**src/rtl/inc_dec_pkg.sv**
```systemverilog
// Shared types and the operation decode for the inc_dec_by_value counter.
// Build option: INC_DEC_BY_VALUE_SAT_EN enables saturating arithmetic.
package inc_dec_pkg;

  typedef enum logic [1:0] {
    OP_HOLD = 2'd0,
    OP_INC  = 2'd1,
    OP_DEC  = 2'd2,
    OP_LOAD = 2'd3
  } op_e;

  // Load beats counting; conflicting inc/dec requests cancel to a hold.
  function automatic op_e decode_op(input logic load, input logic inc, input logic dec);
    op_e op;
    op = OP_HOLD;
    if (load) begin
      op = OP_LOAD;
    end else if (inc && !dec) begin
      op = OP_INC;
    end else if (dec && !inc) begin
      op = OP_DEC;
    end
    return op;
  endfunction

endpackage

```
**src/rtl/inc_dec_step.sv**
```systemverilog
// Combinational next-count datapath: widened add/subtract with carry/borrow
// detection; saturation is present only when INC_DEC_BY_VALUE_SAT_EN is defined.
module inc_dec_step
  import inc_dec_pkg::*;
#(
  parameter int unsigned CNT_W = 8,
  parameter int unsigned VAL_W = 3
) (
  input  logic [1:0]       op,
  input  logic [CNT_W-1:0] cnt,
  input  logic [VAL_W-1:0] val,
  input  logic [CNT_W-1:0] load_val,
  input  logic             sat_mode,
  output logic [CNT_W-1:0] next_cnt_c,
  output logic             carry_c,
  output logic             borrow_c
);

  localparam int unsigned EXT_W = CNT_W + 1;

  logic [EXT_W-1:0] cnt_ext;
  logic [EXT_W-1:0] val_ext;
  logic [EXT_W-1:0] sum;
  logic [EXT_W-1:0] diff;

  // One extra bit captures the carry out of the add and the borrow of the subtract.
  assign cnt_ext = EXT_W'(cnt);
  assign val_ext = EXT_W'(val);
  assign sum     = cnt_ext + val_ext;
  assign diff    = cnt_ext - val_ext;

`ifndef INC_DEC_BY_VALUE_SAT_EN
  logic unused_sat_mode;
  assign unused_sat_mode = sat_mode;
`endif

  always_comb begin
    next_cnt_c = cnt;
    carry_c    = 1'b0;
    borrow_c   = 1'b0;
    case (op_e'(op))
      OP_INC: begin
        carry_c    = sum[CNT_W];
        next_cnt_c = sum[CNT_W-1:0];
`ifdef INC_DEC_BY_VALUE_SAT_EN
        if (sum[CNT_W] && sat_mode) begin
          next_cnt_c = '1;
        end
`endif
      end
      OP_DEC: begin
        borrow_c   = diff[CNT_W];
        next_cnt_c = diff[CNT_W-1:0];
`ifdef INC_DEC_BY_VALUE_SAT_EN
        if (diff[CNT_W] && sat_mode) begin
          next_cnt_c = '0;
        end
`endif
      end
      OP_LOAD: next_cnt_c = load_val;
      default: next_cnt_c = cnt;
    endcase
  end

endmodule

```
**src/rtl/inc_dec_by_value.sv**
```systemverilog
// Up/down counter stepping by a per-cycle value with load, sticky ovf/unf flags
// and a registered threshold-crossing pulse. Option: INC_DEC_BY_VALUE_SAT_EN.
module inc_dec_by_value
  import inc_dec_pkg::*;
#(
  parameter int unsigned CNT_W = 8,
  parameter int unsigned VAL_W = 3
) (
  input  logic             clk,
  input  logic             rst,
  input  logic             inc,
  input  logic             dec,
  input  logic [VAL_W-1:0] val,
  input  logic             load,
  input  logic [CNT_W-1:0] load_val,
  input  logic             sat_mode,
  input  logic [CNT_W-1:0] thresh,
  input  logic             clr_flags,
  output logic [CNT_W-1:0] cnt,
  output logic             ovf,
  output logic             unf,
  output logic             hit
);

  if (CNT_W < 2 || VAL_W < 1 || VAL_W > CNT_W) begin : g_bad_params
    $error("inc_dec_by_value: need CNT_W >= 2 and 1 <= VAL_W <= CNT_W");
  end

  op_e              op_c;
  logic [CNT_W-1:0] next_cnt_c;
  logic             carry_c;
  logic             borrow_c;
  logic             cross_c;
  logic             cross_q;

  assign op_c = decode_op(load, inc, dec);

  inc_dec_step #(
    .CNT_W (CNT_W),
    .VAL_W (VAL_W)
  ) u_step (
    .op         (op_c),
    .cnt        (cnt),
    .val        (val),
    .load_val   (load_val),
    .sat_mode   (sat_mode),
    .next_cnt_c (next_cnt_c),
    .carry_c    (carry_c),
    .borrow_c   (borrow_c)
  );

  // Upward crossing between the current and the about-to-be-written count.
  assign cross_c = (cnt < thresh) && (next_cnt_c >= thresh);

  // Count register.
  always_ff @(posedge clk or negedge rst) begin
    if (!rst) begin
      cnt <= '0;
    end else begin
      cnt <= next_cnt_c;
    end
  end

  // Sticky flags; a fresh event in the clearing cycle keeps the flag set.
  always_ff @(posedge clk or negedge rst) begin
    if (!rst) begin
      ovf <= 1'b0;
      unf <= 1'b0;
    end else begin
      if (carry_c) begin
        ovf <= 1'b1;
      end else if (clr_flags) begin
        ovf <= 1'b0;
      end
      if (borrow_c) begin
        unf <= 1'b1;
      end else if (clr_flags) begin
        unf <= 1'b0;
      end
    end
  end

  // Crossing is captured with the count update and surfaces one edge later.
  always_ff @(posedge clk or negedge rst) begin
    if (!rst) begin
      cross_q <= 1'b0;
      hit     <= 1'b0;
    end else begin
      cross_q <= cross_c;
      hit     <= cross_q;
    end
  end

endmodule

```
**config.mk**
```make
export PLATFORM = sky130hd
export DESIGN_NAME = inc_dec_by_value
export DESIGN_NICKNAME = d
export VERILOG_FILES = /design/src/rtl/inc_dec_pkg.sv /design/src/rtl/inc_dec_step.sv /design/src/rtl/inc_dec_by_value.sv
export SDC_FILE = /design/constraint.sdc
export NUM_CORES = 1
export LEC_CHECK = 0
export BUFFER_PORTS_ARGS = -buffer_cell sky130_fd_sc_hd__buf_2
export CORE_MARGIN = 1.5
export CORE_UTILIZATION = 56
export CTS_CLUSTER_DIAMETER = 40
export DETAILED_ROUTE_END_ITERATION = 6
export PLACE_DENSITY = 0.85
export SYNTH_ARGS = -nofsm -noshare
export SYNTH_HDL_FRONTEND = slang
export SYNTH_SLANG_ARGS = --single-unit
```
**constraint.sdc**
```tcl
create_clock -name clk -period 5.5 [get_ports clk]
set_input_delay 0.55 -clock clk [delete_from_list [all_inputs] [get_ports clk]]
set_output_delay 0.55 -clock clk [all_outputs]
set_load 0.005 [all_outputs]
```
==> impl_metrics.tcl <==
set metrics [dict create \
    tightest_slew_ns 0.483 \
    drc 0 \
    cp_max_fo 5 \
    syn_to_final_growth_pct 16.8 \
    cap_violations 0 \
    rsz0062_at_grt "false" \
    drive_above_1_share_pct 25.0 \
    endpoint_kind "flip-flop" \
    io_buffers 35 \
    drt_iter0_markers 25 \
    track_usage_pct 26.1 \
    synthFlopType "dfrtp_1" \
    hpwl_um 2480 \
    crit_type "flip-flop to flip-flop" \
    wire_per_inst_um 15.4 \
    ios 37 \
    vias 1229 \
    start_util_pct 58.4 \
    synth-edff-count 0 \
    ys_ff_latch 12 \
    overflow 0 \
    gp_congestion 0.865 \
    yosysUniqueCellTypes 40 \
    skew_ns 0.00560 \
    startpoint_type "flip-flop" \
    setup_ws_ns 2.28 \
    synth_cells 138 \
    arrival_ns 3.38 \
    multiInputGateArea_um2 887 \
    power_density_nw_per_um2 212 \
    syn_area_um2 1270 \
    clkLatencyLatePin_ns 0.27 \
    synth_warnings 0 \
    cts_setup_buffers 0 \
    grt_pass1_vias 1192 \
    drv_slew 0 \
    vias_per_cell 6.15 \
    antenna_found_initial 0 \
    die_h_um 50.6 \
    regArea_um2 300 \
    path_cells "inv_1 > ha_1 > inv_1 > fa_1 > a21oi_1 > nor3b_1 > a311oi_1 > a221o_1 > ha_1 > a2111oi_4 > nor3_1 > o311a_1" \
    root_buffer "clkbuf_4" \
    dieArea_um2 2560 \
    hold_violations 0 \
    drt_pass1_iterations 4 \
    die_w_um 50.6 \
    cpPeakStageDelay_ns 0.43 \
    setup_viol 0 \
    nFillCells 188 \
    post_cts_resized 0 \
    hold_path.class "input pin to async pin" \
    htreeDepth 1 \
    wl_um 3090 \
    antenna_cells 0 \
    async_reset_ff_share_pct 100 \
    clkSlewWorstSetupHoldPaths_ns 0.07 \
    min_period_ns 3.22 \
    cts_buffers 3 \
    finalNetCount 223 \
    detail-route-antenna-nets 0 \
    grt_max_degree 18 \
    holdBufCountCts 0 \
    peakVddDrop_mv 0.137 \
    finalSetupTns_ns 0 \
    cts_tree "done" \
    relSlewSlack_pct 67.7 \
    pre_cts_ws_ns 2.15 \
    cts.sinks 12 \
    placementRows 17 \
    fin_crit_sh_pct 58.5 \
    status "completed" \
    grt_pass1_wl_um 5110 \
    postSynthAreaPerCell_um2 9.18 \
    ys_seq_area_share_pct 23.7 \
    crit_required_ns 5.66 \
    crit_slowest_cell "dfrtp_1" \
    fmax_mhz 311 \
    leakagePower_uw 0.000738 \
    cts_buffer_depth 2 \
    coreArea_um2 2170 \
    syn-num-nets 187 \
]
state kept, by name (all words and copies together) (netlist names):
signal,flops
ovf,1
cross_q,1
unf,1
cnt,8
hit,1
layout by cell type (no fill, tap or decap), drive strengths merged, types with 3 or more instances in the layout:
master	count
o2111ai	4
nor3	3
nand2b	4
inv	16
nand2	9
nor3b	3
o22ai	3
a21oi	6
nor2	6
nand3	3
clkbuf	3
ha	21
nand4	3
dfrtp	12
a21o	4
o21ai	7
buf	35
per-stage QoR:
stage                     utilization (%)  power [uW]  instance area, um^2  hold slack, ns  instances
final                                68.2         314                 1480           0.141        200
after global routing                 68.2         336                 1480           0.162        200
after CTS                            68.2         312                 1480           0.153        200
after detailed placement             67.2         259                 1460           0.346        197
after global placement               67.2         251                 1460           0.339        197
after floorplan                         -         213                 1270           0.254        138
cells in the mapped netlist (all sizes together) (2+ instances only):
cell	number	area, um^2
a21o	4	30.0
or3	2	12.5
fa	2	40.0
nand2b	4	25.0
ha	21	263
mux2i	2	20.0
o221ai	2	17.5
nand2	9	33.8
nor3b	3	22.5
nor3	3	15.0
o2111ai	4	35.0
nand3	3	15.0
dfrtp	12	300
nor2	6	22.5
a2111oi	2	36.3
buf	4	20.0
inv	16	60.1
xnor2	2	17.5
a21oi	6	30.0
o22ai	3	18.8
o21ai	7	35.0
nand4	3	18.8
nor2b	2	12.5
worst max-delay path, delay by kind of cell, from the launching register on:
family,cells,cell delay (ns)
AOI/OAI and AO/OA,5,1.32
adders and majority gates,3,0.89
buffers and inverters,2,0.14
DFF,1,0.43
and+or+nand+nor,2,0.32
kinds of logic after synthesis:
| kind of cell | share of synthesized area [%] |
|---|---|
| adders and majority gates | 23.9 |
| DFF | 23.7 |
| and+or+nand+nor | 16.6 |
| buffers and inverters | 6.32 |
| xor gates and xnor gates | 1.38 |
| muxes | 2.47 |
| AOI/OAI and AO/OA | 25.7 |
metal layers:
metal  vias to the layer above  track usage, %  share of wire [%]
met5                         -               0                  0
met4                         0            11.3                2.0
met3                         8            1.19                6.1
met2                        62            47.4                 51
met1                       572            31.7                 40
li1                        587               -                  -
area by class of cell:
type                            count  share of cell area [%]
Inverter                           16                    4.06
Tap cell                           28                    2.37
Multi-Input combinational cell    106                    59.9
Timing Repair Buffer               35                    11.8
Sequential cell                    12                    20.3
Clock buffer                        3                    1.52
power by group:
part / total [uW] / switching [uW] / internal [uW]
Sequential: 120 / 20.5 / 99.2
Clock: 54.3 / 28.9 / 25.4
Combinational: 140 / 73.5 / 66.2
final timing paths:
path	start	to	slack, ns	cells after the start
max	cnt[0]$_DFF_PN0_	cross_q$_DFF_PN0_	2.28	12
min	rst	cnt[3]$_DFF_PN0_	0.14	1
max reg2reg	cnt[0]$_DFF_PN0_	cross_q$_DFF_PN0_	2.28	12
min reg2reg	cross_q$_DFF_PN0_	hit$_DFF_PN0_	0.36	0
max in group asynchronous	rst	unf$_DFFE_PN0P_	5.14	1
min in group clk	cross_q$_DFF_PN0_	hit$_DFF_PN0_	0.36	0
Note: power is estimated with default switching activity, not from simulation.
